===== src/rtl/pc_ctrl_pkg.sv =====
// Shared encodings for the multicycle PC control FSM: states, instruction classes,
// next-PC selects and the interrupt vector address.
package pc_ctrl_pkg;

    localparam logic [2:0] S_FETCH  = 3'd0;
    localparam logic [2:0] S_DECODE = 3'd1;
    localparam logic [2:0] S_EXEC   = 3'd2;
    localparam logic [2:0] S_MEM    = 3'd3;
    localparam logic [2:0] S_WB     = 3'd4;
    localparam logic [2:0] S_INT    = 3'd5;

    localparam logic [2:0] CLS_ALU    = 3'd0;
    localparam logic [2:0] CLS_BRANCH = 3'd1;
    localparam logic [2:0] CLS_JUMP   = 3'd2;
    localparam logic [2:0] CLS_JR     = 3'd3;
    localparam logic [2:0] CLS_LOAD   = 3'd4;
    localparam logic [2:0] CLS_STORE  = 3'd5;
    localparam logic [2:0] CLS_ERET   = 3'd6;
    localparam logic [2:0] CLS_UNDEF  = 3'd7;

    localparam logic [2:0] NPC_SEQ    = 3'b000;
    localparam logic [2:0] NPC_BRANCH = 3'b001;
    localparam logic [2:0] NPC_JUMP   = 3'b010;
    localparam logic [2:0] NPC_JR     = 3'b011;
    localparam logic [2:0] NPC_VECTOR = 3'b100;
    localparam logic [2:0] NPC_EPC    = 3'b101;

    localparam logic [31:0] INT_VECTOR = 32'h0000_4180;

    // Unused encodings 6/7 behave as FETCH so a corrupted state self-recovers.
    function automatic logic [2:0] norm_state(input logic [2:0] s);
        return (s > S_INT) ? S_FETCH : s;
    endfunction

endpackage


===== src/rtl/pc_ctrl_outdec.sv =====
// Combinational output decode for pc_ctrl_fsm: all enables are pulses derived
// from the current state and inputs. INT_EN mirrors the PC_CTRL_INT_EN build option.
import pc_ctrl_pkg::*;

module pc_ctrl_outdec #(
    parameter bit INT_EN = 1'b0
) (
    input  logic       i_rst,
    input  logic [2:0] i_state,
    input  logic [2:0] i_cls,
    input  logic       i_br_taken,
    input  logic       i_imem_rdy,
    input  logic       i_int_take,
    output logic [2:0] o_npc_op,
    output logic       o_pc_we,
    output logic       o_ir_we,
    output logic       o_rf_we,
    output logic       o_epc_we,
    output logic       o_imem_req,
    output logic       o_dmem_req,
    output logic       o_dmem_wr
);

    always_comb begin
        o_npc_op   = NPC_SEQ;
        o_pc_we    = 1'b0;
        o_ir_we    = 1'b0;
        o_rf_we    = 1'b0;
        o_epc_we   = 1'b0;
        o_imem_req = 1'b0;
        o_dmem_req = 1'b0;
        o_dmem_wr  = 1'b0;
        if (!i_rst) begin
            case (i_state)
                // A pending interrupt withdraws the fetch request, even if imem_rdy arrives.
                S_FETCH: begin
                    if (!i_int_take) begin
                        o_imem_req = 1'b1;
                        if (i_imem_rdy) begin
                            o_ir_we = 1'b1;
                            o_pc_we = 1'b1;
                        end
                    end
                end
                S_EXEC: begin
                    case (i_cls)
                        CLS_BRANCH: begin
                            o_npc_op = NPC_BRANCH;
                            o_pc_we  = i_br_taken;
                        end
                        CLS_JUMP: begin
                            o_npc_op = NPC_JUMP;
                            o_pc_we  = 1'b1;
                        end
                        CLS_JR: begin
                            o_npc_op = NPC_JR;
                            o_pc_we  = 1'b1;
                        end
                        CLS_ERET: begin
                            if (INT_EN) begin
                                o_npc_op = NPC_EPC;
                                o_pc_we  = 1'b1;
                            end
                        end
                        default: ;
                    endcase
                end
                S_MEM: begin
                    o_dmem_req = 1'b1;
                    o_dmem_wr  = (i_cls == CLS_STORE);
                end
                S_WB: o_rf_we = 1'b1;
                S_INT: begin
                    o_npc_op = NPC_VECTOR;
                    o_pc_we  = 1'b1;
                    o_epc_we = INT_EN;
                end
                default: ;
            endcase
        end
    end

endmodule


===== src/rtl/pc_ctrl_fsm.sv =====
// Multicycle PC control FSM: state and exception-level registers, outputs decoded
// by pc_ctrl_outdec. Define PC_CTRL_INT_EN to build in interrupt/ERET support.
import pc_ctrl_pkg::*;

module pc_ctrl_fsm (
    input  logic       clk,
    input  logic       rst,
    input  logic [2:0] cls,
    input  logic       br_taken,
    input  logic       imem_rdy,
    input  logic       dmem_rdy,
    input  logic       int_req,
    output logic [2:0] npc_op,
    output logic       pc_we,
    output logic       ir_we,
    output logic       rf_we,
    output logic       epc_we,
    output logic       imem_req,
    output logic       dmem_req,
    output logic       dmem_wr,
    output logic       exl,
    output logic [2:0] state
);

`ifdef PC_CTRL_INT_EN
    localparam bit INT_EN = 1'b1;
`else
    localparam bit INT_EN = 1'b0;
`endif

    logic [2:0] r_state;
    logic [2:0] w_state;
    logic [2:0] w_next_state;
    logic       w_int_take;

    assign w_state = norm_state(r_state);
    assign state   = r_state;

`ifdef PC_CTRL_INT_EN
    logic r_exl;

    // int_req is a level and is not latched; while exl is set it simply waits.
    assign w_int_take = int_req & ~r_exl;
    assign exl        = r_exl;

    always_ff @(posedge clk) begin
        if (rst)
            r_exl <= 1'b0;
        else if (w_state == S_INT)
            r_exl <= 1'b1;
        else if (w_state == S_EXEC && cls == CLS_ERET)
            r_exl <= 1'b0;
    end
`else
    logic w_unused_int_req;

    assign w_unused_int_req = int_req;
    assign w_int_take       = 1'b0;
    assign exl              = 1'b0;
`endif

    always_comb begin
        w_next_state = S_FETCH;
        case (w_state)
            S_FETCH: begin
                if (w_int_take)
                    w_next_state = S_INT;
                else if (imem_rdy)
                    w_next_state = S_DECODE;
                else
                    w_next_state = S_FETCH;
            end
            S_DECODE: w_next_state = S_EXEC;
            S_EXEC: begin
                case (cls)
                    CLS_ALU:              w_next_state = S_WB;
                    CLS_LOAD, CLS_STORE:  w_next_state = S_MEM;
                    default:              w_next_state = S_FETCH;
                endcase
            end
            S_MEM: begin
                if (!dmem_rdy)
                    w_next_state = S_MEM;
                else if (cls == CLS_LOAD)
                    w_next_state = S_WB;
                else
                    w_next_state = S_FETCH;
            end
            default: w_next_state = S_FETCH;
        endcase
    end

    always_ff @(posedge clk) begin
        if (rst)
            r_state <= S_FETCH;
        else
            r_state <= w_next_state;
    end

    pc_ctrl_outdec #(
        .INT_EN(INT_EN)
    ) u_outdec (
        .i_rst      (rst),
        .i_state    (w_state),
        .i_cls      (cls),
        .i_br_taken (br_taken),
        .i_imem_rdy (imem_rdy),
        .i_int_take (w_int_take),
        .o_npc_op   (npc_op),
        .o_pc_we    (pc_we),
        .o_ir_we    (ir_we),
        .o_rf_we    (rf_we),
        .o_epc_we   (epc_we),
        .o_imem_req (imem_req),
        .o_dmem_req (dmem_req),
        .o_dmem_wr  (dmem_wr)
    );

endmodule


===== config.mk =====
export PLATFORM = sky130hd
export DESIGN_NAME = pc_ctrl_fsm
export DESIGN_NICKNAME = d
export VERILOG_FILES = /design/src/rtl/pc_ctrl_pkg.sv /design/src/rtl/pc_ctrl_outdec.sv /design/src/rtl/pc_ctrl_fsm.sv
export SDC_FILE = /design/constraint.sdc
export NUM_CORES = 1
export LEC_CHECK = 0
export CORE_AREA = 2 2 39 41
export CTS_CLUSTER_SIZE = 40
export DETAILED_ROUTE_END_ITERATION = 16
export DIE_AREA = 0 0 41 43
export DONT_BUFFER_PORTS = 1
export GPL_ROUTABILITY_DRIVEN = 0
export PLACE_DENSITY_LB_ADDON = 0.12
export SLEW_MARGIN = 20
export SYNTH_ARGS = -nofsm -noshare
export SYNTH_HDL_FRONTEND = slang
export SYNTH_SLANG_ARGS = --single-unit
export TNS_END_PERCENT = 10

===== constraint.sdc =====
create_clock -name clk -period 3.05 [get_ports clk]
set_clock_uncertainty 0.2 [all_clocks]
set_input_delay 0.4575 -clock clk [delete_from_list [all_inputs] [get_ports clk]]
set_output_delay 0.4575 -clock clk [all_outputs]
set_load 0.01 [all_outputs]

# Word-level counts from Yosys, hierarchy flattened
# Cells that the tools add are included.
dict set report totals {
  regBits 3
}
dict set report op_classes {
  n_lt_le_gt_ge 1
  eq_ne 10
  muxes 23
  reduce_logical 4
}
# cell count
set op_table {}
lappend op_table {{2-to-1 mux 1 bit} 13}
lappend op_table {{equality test 3 x 2 -> 1 bit, second input constant} 4}
lappend op_table {{equality test 3 bit, second input constant} 4}
lappend op_table {{2-to-1 mux 3 bit} 4}
lappend op_table {{case mux 3 bit (2 select lines)} 2}
lappend op_table {{case mux 3 bit (4 select lines)} 1}
lappend op_table {{equality test 3 x 1 -> 1 bit, second input constant} 2}
lappend op_table {{zero test 3 bit} 2}
lappend op_table {{case mux 2 bit (3 select lines)} 1}
lappend op_table {{OR reduction 2 bit} 2}
lappend op_table {{greater-than comparator 3 bit, second input constant} 1}
lappend op_table {{case mux 1 bit (3 select lines)} 1}
lappend op_table {{case mux 1 bit (2 select lines)} 1}

# Logic depth before layout (Yosys ltp)
dict set report depth {
  depth_word 5
  depth_mapped 4
  ltp_nobuf 3
}

# By module
# A second synthesis with hierarchy kept.
dict set report unflattened {
  cells_unflattened 40
  area_unflattened_um2 321.6
}
# mod instances cells_per_inst area_each_um2 seq_area_each_um2
set by_module_without_submodules {}
lappend by_module_without_submodules {pc_ctrl_fsm 1 23 182.7 60.1}
lappend by_module_without_submodules {pc_ctrl_outdec 1 17 138.9 0.0}

# Worst setup path before layout
# No wires, ideal clock.
dict set report synth_timing {
  kind {reg-to-output}
  from {register r_state[0] (netlist: state[0])}
  to {output ir_we}
  arrival_ns 1.224
  t_required_ns 2.392
  setup_slack_ns 1.168
  stages_incl_launch_ff 5
  n_path_buf 1
  cell_sequence {dfxtp_1 buf_6 or3_1 a21oi_2 and2_1}
}
dict set report synth_via {
  elab_chain_cells 5
}
# element line_no
set synth_rtl {}
lappend synth_rtl {{start: declaration} pc_ctrl_fsm.sv:31} ;# logic [2:0] r_state;
lappend synth_rtl {{start signal: assignment} pc_ctrl_fsm.sv:97} ;# r_state <= w_next_state;
lappend synth_rtl {{greater-than comparator 3 bit} pc_ctrl_pkg.sv:32} ;# return (s > S_INT) ? S_FETCH : s;
lappend synth_rtl {{2-to-1 mux 3 bit *} pc_ctrl_pkg.sv:32}
lappend synth_rtl {{zero test 3 bit *} pc_ctrl_outdec.sv:34} ;# case (i_state)
lappend synth_rtl {{2-to-1 mux 1 bit *} pc_ctrl_outdec.sv:34}
lappend synth_rtl {{2-to-1 mux 1 bit *} pc_ctrl_outdec.sv:33} ;# if (!i_rst) begin
lappend synth_rtl {{end: declaration} pc_ctrl_fsm.sv:15} ;# output logic ir_we,
# Mark *: on every way between the ends. The rest lies on a longest branch, timed or not.

# Worst setup path after layout
dict set report layout_timing {
  from {register r_state[1] (netlist: state[1])}
  to {output ir_we}
}
# Same word-level chain as after synthesis.

==> metrics.txt <==
hold violation count in the final report=0; number of buffers added on ports=0; count of pins on the block boundary=23; TritonCTS clock tree=built; later-pin clock latency in the skew report=240 ps; final worst path period share=73.10%; post-CTS setup repair buffer count=0; die boundary height=43 um; area share of the largest cell type after synthesis=20.00%; most frequently used flop master after synthesis=sky130_fd_sc_hd__dfxtp_1; average instance area after synthesis=7.150 um2; EDFF count, synth=0; ranking of synthesized cells by area=sky130_fd_sc_hd__dfxtp_1, sky130_fd_sc_hd__and2_1, sky130_fd_sc_hd__nand2_1; total wirelength of the detailed-routed design=785 um; Slew @ Worst Pin=562.9 ps; global-route wire length before repair=1.235 mm; Seq/Total Area, Yosys=20.00%; list of most frequent post-synthesis cells=sky130_fd_sc_hd__nand2_1, sky130_fd_sc_hd__and2_1, sky130_fd_sc_hd__dfxtp_1; crit-path max FO=13; largest net degree at the start of global routing=14; final critical-path required period=2230 ps; count of instances resized after the clock tree is built=0; initial core utilization=21.70%; count of endpoints failing setup in the final report=0; fill cell total of the finished layout=162; VDD IR-drop max=0.00006920 V; count of antenna-violating nets left after detailed routing=0; hold buffer count at cts=0; type of the worst setup path=flip-flop to output port; buffer cell driving the clock tree root=sky130_fd_sc_hd__clkbuf_4; post-synthesis cell count=42; floorplan die area=1763 um2; core utilization of the finished layout=22.78%; first-pass detailed-route iteration total=4; library cell with the largest summed area after synthesis=sky130_fd_sc_hd__dfxtp_1; area growth from synthesis to layout=5.000%; post-detailed-route via-to-cell ratio=4.879; final standard cell area without fillers=315.3 um2; max capacitance violation total=0; number of nets in the finished design=52; number of violations reported at the end of detailed-routing iteration 0=6; maximum number of buffers from clock root to sink=2; fmax=448.5 MHz; Num Clock Sinks=3; global-route track usage on met1=11.18%; Pwr Density=444.2 nW/um2; dominant combinational cell family by area after synthesis=simple AND/OR/NAND/NOR gates; Post-Synth Simple-Gate Area=42.92%; worst slack, placed=1060 ps; Reg clk slew, reported paths=40 ps; critical path startpoint category=flip-flop; share of the synthesized area in compound gates (AO/OA/AOI/OAI)=22.92%; run status=finished, final reports clean; Yosys warning count=0; register cell area after layout=60.06 um2; number of pins with negative max-slew slack in the final report=0; highest cell delay on the worst timing path=460 ps; netlist area before placement=300.3 um2; worst slew margin relative to its limit=61.94%; Fin Hold WS=91.99 ps; Worst Setup End Kind=output port; xor/xnor share of the synthesized area=0%; H-tree level count=1; layout cells sized above 1=9.524%; register bit count reported by yosys=3; placed cell areas=289.0 um2; number of antenna diodes=0; Data required, critical path=2390 ps; instance count along the most critical hold path=1; standby leakage power=0.1182 nW; Worst Slack Setup Final=820.5 ps; half-perimeter wire length after detailed placement=577.5 um; met3 Use GR=2.618%; number of global-route vias before repair=292; depth of the worst register-to-register path=3; mux contribution to synthesized area=0%; most crowded layer after global routing=met2; routed wire length per instance=13.53 um; width of the die=41 um; data arrival time at the worst-slack endpoint=1570 ps; unrepaired setup endpoints after global routing=no; vias after detailed routing=283; footprint of the multi-input gates=205.2 um2; total core area=1384 um2; Cell variety after synth=25; DRC violation count after routing=0; aggregate global routing overflow=0; max FFs per register=3; slowest stage cell on the critical path=sky130_fd_sc_hd__or3_1; number of antenna violations at the first check in global routing=0; Post-Synth Adder-Cell Area=0%; top-count cell post-synth=sky130_fd_sc_hd__nand2_1; number of buffers added by the clock tree synthesis step=3; Worst Hold Class=primary input to flip-flop; Global Route met2 Usage=15.94%; GRT Overall Usage=10.62%; TNS Setup=0 ps; standard-cell row count=14; post-synthesis async set-or-reset flop share=0%; list of cells traversed by the critical path=or3_1, a21oi_2, and2_1
stage by stage:
| stage | power [mW] | cells |
|---|---|---|
| after global placement | 0.06866 | 54 |
| final | 0.1401 | 58 |
| after floorplan | 0.06984 | 43 |
| after CTS | 0.1445 | 58 |
| after global routing | 0.1499 | 58 |
| after detailed placement | 0.06895 | 54 |
per-layer routing:
layer,vias up,wire (um)
met5,-,0
met4,0,0
met3,0,79
met2,12,401
met1,128,304
li1,143,-
final cells by class:
type | instances | area share, %
multi-input cells | 34 | 65.08
flip-flops and latches | 3 | 19.05
clock buffers | 4 | 8.333
well taps | 16 | 6.349
inverters | 1 | 1.190
final timing paths:
path / slack [ps] / end / start
setup / recovery: 820 / ir_we / state[1]
hold / removal: 90 / state[0] / rst
setup reg to reg: 1620 / state[0] / state[1]
hold reg to reg: 440 / state[1] / state[0]
cell families (layout without fill, tap and decap cells):
logic type	count (synthesis)	in the layout
AOI/OAI and AO/OA	10	10
and+or+nand+nor	22	22
other	1	2
DFF	3	3
buffers and inverters	6	5
placed cells by master, fill, tap and decap left out:
cell	instances
sky130_fd_sc_hd__a21boi_1	1
sky130_fd_sc_hd__a21o_1	2
sky130_fd_sc_hd__a21oi_1	2
sky130_fd_sc_hd__a21oi_2	1
sky130_fd_sc_hd__a221oi_1	1
sky130_fd_sc_hd__a311oi_1	1
sky130_fd_sc_hd__and2_1	3
sky130_fd_sc_hd__and3_1	2
sky130_fd_sc_hd__clkbuf_1	1
sky130_fd_sc_hd__clkbuf_4	3
sky130_fd_sc_hd__conb_1	2
sky130_fd_sc_hd__dfxtp_1	3
sky130_fd_sc_hd__inv_1	1
sky130_fd_sc_hd__nand2_1	5
sky130_fd_sc_hd__nand2b_1	2
sky130_fd_sc_hd__nand3_1	1
sky130_fd_sc_hd__nor2_1	1
sky130_fd_sc_hd__nor2b_1	2
sky130_fd_sc_hd__nor4_1	2
sky130_fd_sc_hd__nor4b_1	2
sky130_fd_sc_hd__o21ai_0	2
sky130_fd_sc_hd__or3_1	1
sky130_fd_sc_hd__or3b_1	1
power by group:
part / internal, mW / switching, mW
sequential: 0.0415 / 0.00709
combinational: 0.00950 / 0.0101
clock: 0.0492 / 0.0227
critical path: cells and delay by family (launching register included):
kind	cells	cell delay (ps)
and+or+nand+nor	2	670
DFF	1	440
AOI/OAI and AO/OA	1	230
(Power assumes the default switching activity.)
